==> src/rtl/ftq.sv <==
// Fetch target queue between the BPU and the IFU.
// Three-pointer circular buffer: BPU writes, IFU sends, backend commits.
module ftq #(
  parameter int FRONTEND_FTQ_SIZE = 8,
  parameter int COMMIT_WIDTH      = 2,
  parameter int ADDR_WIDTH        = 32,
  localparam int IDW  = $clog2(FRONTEND_FTQ_SIZE),
  localparam int CNTW = IDW + 1
) (
  input  logic                    clk,
  input  logic                    rst_n,
  input  logic                    bpu_valid_i,
  input  logic [ADDR_WIDTH-1:0]   bpu_start_pc_i,
  input  logic [2:0]              bpu_length_i,
  output logic                    bpu_ready_o,
  output logic                    ifu_valid_o,
  output logic [ADDR_WIDTH-1:0]   ifu_start_pc_o,
  output logic [2:0]              ifu_length_o,
  output logic [IDW-1:0]          ifu_ftq_id_o,
  input  logic                    ifu_ready_i,
  input  logic [COMMIT_WIDTH-1:0] backend_commit_block_i,
  input  logic                    backend_flush_i,
  input  logic [IDW-1:0]          backend_flush_ftq_id_i,
  output logic [CNTW-1:0]         count_o,
  output logic                    error_o
);

  localparam logic [CNTW-1:0] FULL = CNTW'(FRONTEND_FTQ_SIZE);

  logic [ADDR_WIDTH-1:0] pc_mem  [FRONTEND_FTQ_SIZE];
  logic [2:0]            len_mem [FRONTEND_FTQ_SIZE];

  logic [IDW-1:0]  bpu_ptr_q, bpu_ptr_d;
  logic [IDW-1:0]  ifu_ptr_q, ifu_ptr_d;
  logic [IDW-1:0]  comm_ptr_q, comm_ptr_d;
  logic [CNTW-1:0] count_q, count_d;
  logic [CNTW-1:0] sent_q, sent_d;
  logic            error_q, error_d;

  logic            push;
  logic            send;
  logic [CNTW-1:0] k;
  logic [CNTW-1:0] commit_n;
  logic            over;
  logic [IDW-1:0]  flush_id_exp;

  assign bpu_ready_o    = (count_q != FULL);
  assign ifu_valid_o    = (sent_q < count_q) & ~backend_flush_i;
  assign ifu_start_pc_o = pc_mem[ifu_ptr_q];
  assign ifu_length_o   = len_mem[ifu_ptr_q];
  assign ifu_ftq_id_o   = ifu_ptr_q;
  assign count_o        = count_q;
  assign error_o        = error_q;

  assign push = bpu_valid_i & bpu_ready_o & ~backend_flush_i;
  assign send = ifu_valid_o & ifu_ready_i;

  always_comb begin
    k = '0;
    for (int i = 0; i < COMMIT_WIDTH; i++) begin
      k = k + {{(CNTW-1){1'b0}}, backend_commit_block_i[i]};
    end
  end

  // Only already-sent blocks may retire; any excess is a backend bug.
  assign over     = (k > sent_q);
  assign commit_n = over ? sent_q : k;

  always_comb begin
    comm_ptr_d   = comm_ptr_q + commit_n[IDW-1:0];
    bpu_ptr_d    = bpu_ptr_q + IDW'(push);
    ifu_ptr_d    = ifu_ptr_q + IDW'(send);
    count_d      = count_q + CNTW'(push) - commit_n;
    sent_d       = sent_q + CNTW'(send) - commit_n;
    flush_id_exp = comm_ptr_d - IDW'(1);
    error_d      = error_q | over;
    if (backend_flush_i) begin
      bpu_ptr_d = comm_ptr_d;
      ifu_ptr_d = comm_ptr_d;
      count_d   = '0;
      sent_d    = '0;
      if (backend_flush_ftq_id_i != flush_id_exp) begin
        error_d = 1'b1;
      end
    end
  end

  always_ff @(posedge clk or negedge rst_n) begin
    if (!rst_n) begin
      bpu_ptr_q  <= '0;
      ifu_ptr_q  <= '0;
      comm_ptr_q <= '0;
      count_q    <= '0;
      sent_q     <= '0;
      error_q    <= 1'b0;
    end else begin
      bpu_ptr_q  <= bpu_ptr_d;
      ifu_ptr_q  <= ifu_ptr_d;
      comm_ptr_q <= comm_ptr_d;
      count_q    <= count_d;
      sent_q     <= sent_d;
      error_q    <= error_d;
    end
  end

  always_ff @(posedge clk) begin
    if (push) begin
      pc_mem[bpu_ptr_q]  <= bpu_start_pc_i;
      len_mem[bpu_ptr_q] <= bpu_length_i;
    end
  end

endmodule

==> config.mk <==
export PLATFORM = sky130hd
export DESIGN_NAME = ftq
export DESIGN_NICKNAME = d
export VERILOG_FILES = /design/src/rtl/ftq.sv
export SDC_FILE = /design/constraint.sdc
export NUM_CORES = 1
export LEC_CHECK = 0
export ABC_AREA = 0
export ABC_CLOCK_PERIOD_IN_PS = 4800
export CORE_MARGIN = 3
export CORE_UTILIZATION = 40
export CTS_CLUSTER_DIAMETER = 40
export DETAILED_ROUTE_END_ITERATION = 16
export DONT_BUFFER_PORTS = 1
export HOLD_SLACK_MARGIN = 0.05
export SYNTH_ARGS = -nofsm -noshare
export SYNTH_HDL_FRONTEND = slang
export SYNTH_SLANG_ARGS = --single-unit
==> constraint.sdc <==
create_clock -name clk -period 4.8 [get_ports clk]
set_input_delay 0.96 -clock clk [delete_from_list [all_inputs] [get_ports clk]]
set_output_delay 0.96 -clock clk [all_outputs]
set_load 0.02 [all_outputs]
==> metrics list, run 1 <==
- VDD sags by at most 0.0005104 V.
* Placement row count: 63
- Via count of the routed design: 5304
- Number of global-route vias before repair: 5810
- The floorplan step defined a die boundary enclosing 32410 sq um.
- Capturing instance or port of the critical path: ifu_start_pc_o[31]
- In the final timing run, aggregate negative setup slack is 0 ps.
* Number of cells upsized or downsized after cts: 0
- After detailed routing, the average wire length per cell comes to 23.28 microns.
* Commonest cells after routing, fill and taps aside: sky130_fd_sc_hd__edfxtp_1, sky130_fd_sc_hd__mux4_1, sky130_fd_sc_hd__clkbuf_16
- Initial standard-cell utilization of the core: 40.76%
* Number of antenna repair diodes: 0
* Cells after Synth: 542
* Share of the clock period used by the worst path after layout: 79.85%
- Start point of the critical path: ifu_ftq_id_o[0]$_DFF_PN0_
- Peak clock frequency supported by timing: 260.9 MHz
- Outcome: finished clean
- Reg-to-reg startpoint: sent_q[1]$_DFF_PN0_
- The setup path with the least slack is of type flop to output pin.
* Portion of total power attributed to the clock network: 34.0%
- Yosys printed 0 warnings.
- DPL Wire Length: 13.31 mm
* Pins over their slew limit: 0
- Compared with the post-synthesis result, the final layout area differs by 15.57%.
- Required time of the worst setup path: 3840 ps
* Maximum number of pins on one net before global-route repair: 73
- Across the routed clock network, the largest skew measured is 22.67 ps.
* Peak fanout along the critical path: 38
* Total gr overflow: 0
- The analysis attributes to net switching a power of 0.002650 W.
- Total power density per cell area: 615.8 nW/um^2
- Reg-to-reg slack, setup: 1300 ps
* Seq/Total Area, Yosys: 73.13%
- Number of remaining DRC errors: 0
- Sinks on Clock Net: 298
- Fraction of layout cells with a size suffix above 1: 21.12%
* Number of buffers created by CTS: 42
* Count of fill cells added during filler insertion: 2384
- CP endpoint kind: output pin
- The routed design could run at a clock period as short as 3833 ps.
- Worst reg2reg endpoint: error_o$_DFF_PN0_
- TritonCTS built the clock tree.
- Summing all non-filler instances in the final layout gives an area of 14000 sq um.
- Worst Reg2Reg Path Length in Cells: 13
* Overall die width: 180.0 microns
- Final Hold Violating Endpoints: 0
- Leakage Power: 4.797 nW
- In the routed layout, each cell is associated on average with a via count of 5.325.
- # H-tree levels: 2
- The number of different library cells used by synthesis comes to 29.
- Most common cell after layout, fill and taps aside: sky130_fd_sc_hd__edfxtp_1
* Number of antenna violations at the first check in global routing: 0
- Average footprint of a synthesized cell: 22.35 sq um
- TritonRoute pass-1 iters: 6
- Number of setup buffers added after CTS: 0
* Max Cap Violations: 0
- No sink is reached through more buffers than the 3 on the longest clock path.
* Transition time at the pin with the least slew margin: 1037 ps
- Global routing used 14.47% of the available tracks.
- Final number of setup-violating endpoints: 0
* Clock network latency to the later pin of the worst-skew pair: 530 ps
* Die height: 180.0 microns
- The congestion estimate from routability-driven global placement came to 0.8426.
- Synthesized Nets: 614
- In this run, post-CTS hold repair placed 0 buffers.
* Clock Tree Root: sky130_fd_sc_hd__clkbuf_16
- Net switching fraction of the power: 30.74%
- In this run the tightest slew margin relative to its limit is 30.89%.
- The first global-routing pass estimated 35.52 mm of wire.
- Setup repair after global routing left no endpoint under its margin.
- Area after detailed placement: 12630 sq um
- At the worst endpoint, the arrival time is 2870 ps.
- In this run, the number of DRC markers left after iteration 0 of detailed routing was 295.
- After clock tree synthesis, the clock-pin slew on the worst setup and hold paths is 50 ps.
- Logic pwr share: 25.7%
- Final-stage net count: 650
- The count of nets left with antenna violations once routing finished came out at 0.
- Cell Int Power: 0.005970 W
- Kind of path behind the tightest hold check: input port to async pin
* Core area: 29720 sq um
- Per report_power, the sequential group accounts for 40.2% of the total.
- Counting flops and latches in the post-synthesis netlist gives 298.
- The worst setup path is launched from a flop.
- In this run the tool buffered the top-level ports with 0 buffer cells.
- Total wirelength of the detailed-routed design: 23.18 mm
- Total standard cell area after synthesis: 12110 sq um
- Count of pins on the block boundary: 90
flip-flops by register name, indices dropped and copies added (netlist names):
register and cells:
sent_q 4, bpu_ptr_q 3, len_mem 24, comm_ptr_q 3
count_o 4, error_o 1, ifu_ftq_id_o 3, pc_mem 256
power by group through the flow:
| stage | combinational, W | sequential (W) | clock (W) |
|---|---|---|---|
| after floorplan | 0.00200 | 0.00325 | 0 |
| final | 0.00222 | 0.00347 | 0.00293 |
| after global routing | 0.00241 | 0.00352 | 0.00313 |
| after CTS | 0.00227 | 0.00349 | 0.00300 |
| after global placement | 0.00219 | 0.00352 | 0 |
| after detailed placement | 0.00226 | 0.00354 | 0 |
how the worst min path moves through the flow:
stage	start	end	slack (ps)	cells after the start
after floorplan	comm_ptr_q[0]$_DFF_PN0_	comm_ptr_q[0]$_DFF_PN0_	530	1
after global placement	comm_ptr_q[0]$_DFF_PN0_	comm_ptr_q[0]$_DFF_PN0_	570	1
after detailed placement	comm_ptr_q[0]$_DFF_PN0_	comm_ptr_q[0]$_DFF_PN0_	580	1
after CTS	rst_n	sent_q[3]$_DFF_PN0_	120	0
after global routing	rst_n	sent_q[3]$_DFF_PN0_	110	0
final	rst_n	comm_ptr_q[0]$_DFF_PN0_	140	0
routing by layer:
metal,global-route usage [%],part of all wire [%]
met5,0,0
met4,3.869,2.1
met3,4.804,6.7
met2,23.69,49
met1,18.79,42
metrics by stage:
step / hold slack [ps] / util [%] / worst slack (ps) / power (W) / instances
floorplan: 533.6 / - / 595.7 / 0.005256 / 542
detailed placement: 578.1 / 42.49 / 594.1 / 0.005795 / 924
global route: 113.1 / 47.11 / 857.4 / 0.009065 / 996
finish: 142.0 / 47.11 / 967.1 / 0.008620 / 996
global placement: 569.8 / 42.49 / 769.9 / 0.005709 / 924
CTS: 116.6 / 47.11 / 910.4 / 0.008762 / 996
cell usage after synthesis, drive strengths merged:
master / number / area (sq um)
edfxtp: 280 / 8408
xor2: 4 / 35.03
xnor2: 8 / 70.07
nor2b: 5 / 31.28
clkbuf: 13 / 48.80
o21ai: 5 / 25.02
or4b: 1 / 10.01
buf: 9 / 95.09
a21boi: 1 / 7.510
nand3b: 1 / 7.510
o31ai: 1 / 7.510
o211a: 1 / 10.01
and3b: 1 / 8.760
mux4: 70 / 1839
dfrtp: 18 / 450.4
mux2: 36 / 405.4
nor2: 14 / 52.55
o211ai: 3 / 22.52
inv: 22 / 82.58
ha: 24 / 300.3
xnor3: 1 / 22.52
nor3: 2 / 10.01
a21o: 3 / 22.52
o21a: 1 / 7.510
nand2: 5 / 18.77
a21oi: 6 / 30.03
fa: 3 / 60.06
nand2b: 4 / 25.02
critical path: stages (launching register included):
cell and delay, ps:
sky130_fd_sc_hd__dfrtp_4 880, sky130_fd_sc_hd__buf_4 450, sky130_fd_sc_hd__mux4_1 620, sky130_fd_sc_hd__mux2_2 370
cell type report:
| type | count | area [sq um] | area share, % |
|---|---|---|---|
| repair buffers | 14 | 105.1 | 0.7507 |
| well taps | 390 | 488.0 | 3.486 |
| clock inverters | 27 | 289.0 | 2.065 |
| multi-input cells | 200 | 3084 | 22.03 |
| flip-flops and latches | 298 | 8867 | 63.34 |
| inverters | 22 | 82.58 | 0.5899 |
| clock buffers | 45 | 1084 | 7.740 |
cell families (layout without fill, tap and decap cells):
| group | Yosys count | after routing | synth area share (%) |
|---|---|---|---|
| simple gates | 33 | 33 | 1.353 |
| xor+xnor | 13 | 13 | 1.053 |
| compound gates | 21 | 21 | 1.095 |
| fa+ha+maj | 27 | 27 | 2.975 |
| buf+inv | 44 | 108 | 1.869 |
| mux | 106 | 106 | 18.53 |
| flops | 298 | 298 | 73.13 |
No activity file was read; power rests on OpenSTA's default activity.
==> inputs of run 2 (changes only) <==
--- a/config.mk
+++ b/config.mk
@@ -6,7 +6,7 @@
 export NUM_CORES = 1
 export LEC_CHECK = 0
 export ABC_AREA = 0
-export ABC_CLOCK_PERIOD_IN_PS = 4800
+export ABC_CLOCK_PERIOD_IN_PS = 3300
 export CORE_MARGIN = 3
 export CORE_UTILIZATION = 40
 export CTS_CLUSTER_DIAMETER = 40
==> constraint.sdc (replaced) <==
create_clock -name clk -period 3.3 [get_ports clk]
set_input_delay 0.66 -clock clk [delete_from_list [all_inputs] [get_ports clk]]
set_output_delay 0.66 -clock clk [all_outputs]
set_load 0.02 [all_outputs]
==> run 2 against run 1 <==
Sequential power increased by 36%. Sequential share of layout area decreased by 0.57 points. Clock skew is 9.0 ps lower. Register-to-register slack worse by 1100 ps.
==> metrics list, run 2 (synthesis gave the netlist of run 1 again) <==
- Number of nets still failing antenna checks after routing: 0
- The startpoint identified for the worst hold timing path is backend_flush_i.
- The initialized floorplan defines 63 standard-cell rows.
- Met3 routing resource usage after global routing: 4.421%
- The clock network is responsible for 32.4% of the overall power.
- Setup TNS: 0 ps
* Fraction of layout cells with a size suffix above 1: 23.14%
- Worst slack, placed: -132.9 ps
- TritonCTS built the clock tree.
- Relative contribution of sequential cells to total power: 37.6%
- Timing would allow up to 320.9 MHz.
- The startpoint identified for the worst register-to-register timing path is sent_q[1]$_DFF_PN0_.
- Pin placement for this block handled 90 I/O pins.
- CP endpoint kind: flop
- In this run switching power makes up 31.06% of total power.
- Fin crit period: 3116 ps
* Number of antenna repair diodes: 0
- Headroom to the max-slew limit: 29.64%
* Sinks on Clock Net: 298
* Overall die width: 180.0 microns
- The later pin in the worst-skew pair is clocked with a latency of 510 ps.
* Max Cap Violations: 0
- Number of remaining DRC errors: 0
- The worst register-to-register path ends at error_o$_DFF_PN0_.
- After floorplanning, the core was sized to cover 29720 sq um.
* Final Hold Violating Endpoints: 0
* Number of buffers created by CTS: 40
- Die height: 180.0 microns
- The layout has 2407 filler cells.
- The final layout contains 660 nets.
- Clock-pin slew was measured on the worst setup and hold paths at 50 ps.
* Peak fanout along the critical path: 3
* Worst Hold Depth: 1
* Setup repair after global routing missed its margin: no
- DRC marker count from the first detailed-route iteration: 346
- Once layout is complete, the cells apart from fillers number 1008.
- Reg-to-reg slack, setup: 180 ps
- After clock tree synthesis, the setup repair step added 0 buffers.
- Overall power consumption after layout is estimated at 0.01260 W.
- The first detailed-routing pass ran for 4 iterations.
- The die covers 32410 sq um.
* Global-route wire length before repair: 36.20 mm
- Kind of path behind the tightest hold check: input port to flop
- The via count of the first global-routing pass was 5775.
* Total power density per cell area: 891.9 nW/um^2
* Logic pwr share: 30.0%
- Data on the critical path is required at its endpoint by 3670 ps.
- Global routing used 14.76% of the available tracks across all layers.
* Hold path endpoint: sent_q[1]$_DFF_PN0_
- The H-tree generated during clock tree synthesis spans 2 levels.
- Once the floorplan was initialized, standard cells occupied 40.76% of the core.
* Max Root-Sink Buffers: 3
- For the worst flop-to-flop path, the logic depth is 13.
- Setup ws final: 183.8 ps
* Transition time at the pin with the least slew margin: 1052 ps
- Most congested layer reported by global routing: met2
- Once placement completed, the tool counted placed cells totaling 935.
- The analysis attributes to net switching a power of 0.003913 W.
- Startpoint class of the critical path: flop
- The worst setup path is of the flop to flop kind.
* Port-buffer cells: 0
* Crit path DAT: 3490 ps
- Met2 capacity usage during global routing: 24.49%
- The register with the most flip-flops in the layout has 256 of them.
- Entering global routing, the biggest net connects 73 pins.
- Via-per-instance ratio: 5.316
- The largest registers in the layout are pc_mem: 256 flops, len_mem: 24 flops.
* Tightest hold margin: 217.6 ps
- Share of the clock period used by the worst path after layout: 94.43%
* Area added between synthesis and finish: 16.61%
* Cell Int Power: 0.008685 W
* Commonest cells after routing, fill and taps aside: sky130_fd_sc_hd__edfxtp_1, sky130_fd_sc_hd__mux4_1, sky130_fd_sc_hd__clkbuf_16
- DPL Wire Length: 13.74 mm
- The count of final max-slew check failures was 0.
- Register containing the most flip-flops in the final layout: pc_mem
* Most common cell after layout, fill and taps aside: sky130_fd_sc_hd__edfxtp_1
- In this run the static leakage power is 4.851 nW.
- Last weighted congestion value of the routability-driven placer: 0.7804
* Total gr overflow: 0
- Via count of the routed design: 5359
* Total wirelength of the detailed-routed design: 24.00 mm
- VDD IR-drop max: 0.0005687 V
* Number of antenna violations at the first check in global routing: 0
- The tree is rooted in a sky130_fd_sc_hd__clkbuf_16.
- Avg WL per Cell: 23.80 microns
- Final number of setup-violating endpoints: 0
- For this run, global-route usage on met1 was measured as 19.14%.
- Maximum clock skew at final layout: 13.67 ps
- The flow ran to the end, and the final reports show no timing, DRC or antenna violations.
-- run 2: stage by stage --
stage	util [%]	instance area, sq um
floorplan	-	12190
global placement	43.16	12830
detailed placement	43.16	12830
CTS	47.52	14120
global route	47.53	14130
finish	47.53	14130
-- run 2: layout make-up --
cell class	instances	area [sq um]	share of cell area [%]
tap	390	488.0	3.454
inverter	22	82.58	0.5846
sequential	298	8867	62.77
clock buffer	48	1052	7.449
clock inverter	24	234.0	1.656
timing repair buffer	26	235.2	1.665
multi-input combinational	200	3167	22.42
-- run 2: what timing repair did --
action / 4_1_cts / 5_1_grt
hold buffers: 1 / 0
setup endpoints to repair: 0 / 1
hold endpoints to repair: 18 / 0
resized for setup: 0 / 1
-- run 2: metal layers --
metal  routed length, microns  share of wire, %
met5                        0                 0
met1                    10170                42
met3                     1447               6.0
met4                      502               2.1
met2                    11870                49
-- run 2: how the worst max path moves through the flow --
stage | cells after the start | slack [ps] | end | startpoint
floorplan | 14 | 20 | error_o$_DFF_PN0_ | backend_commit_block_i[1]
global placement | 14 | 20 | error_o$_DFF_PN0_ | backend_commit_block_i[1]
detailed placement | 14 | -130 | error_o$_DFF_PN0_ | backend_commit_block_i[1]
CTS | 13 | 180 | error_o$_DFF_PN0_ | sent_q[1]$_DFF_PN0_
global route | 13 | 70 | error_o$_DFF_PN0_ | sent_q[1]$_DFF_PN0_
finish | 13 | 180 | error_o$_DFF_PN0_ | sent_q[1]$_DFF_PN0_
-- run 2: power groups by stage --
stage	sequential (W)	combinational, W	clock (W)
3_5_place_dp	0.00482	0.00384	0
4_1_cts	0.00474	0.00387	0.00418
5_1_grt	0.00477	0.00411	0.00437
2_1_floorplan	0.00474	0.00298	0
3_3_place_gp	0.00479	0.00374	0
6_report	0.00473	0.00378	0.00408
-- run 2: worst max-delay path, stage by stage, from the launching register on --
cell and delay [ps]:
sky130_fd_sc_hd__dfrtp_1 400, sky130_fd_sc_hd__inv_1 90, sky130_fd_sc_hd__ha_1 320, sky130_fd_sc_hd__nor2b_4 160, sky130_fd_sc_hd__o21ai_4 160, sky130_fd_sc_hd__mux2_4 340, sky130_fd_sc_hd__ha_4 160, sky130_fd_sc_hd__inv_2 50
sky130_fd_sc_hd__fa_1 410, sky130_fd_sc_hd__ha_2 220, sky130_fd_sc_hd__xor2_1 150, sky130_fd_sc_hd__xnor2_1 130, sky130_fd_sc_hd__o31ai_1 250, sky130_fd_sc_hd__nand3b_1 130
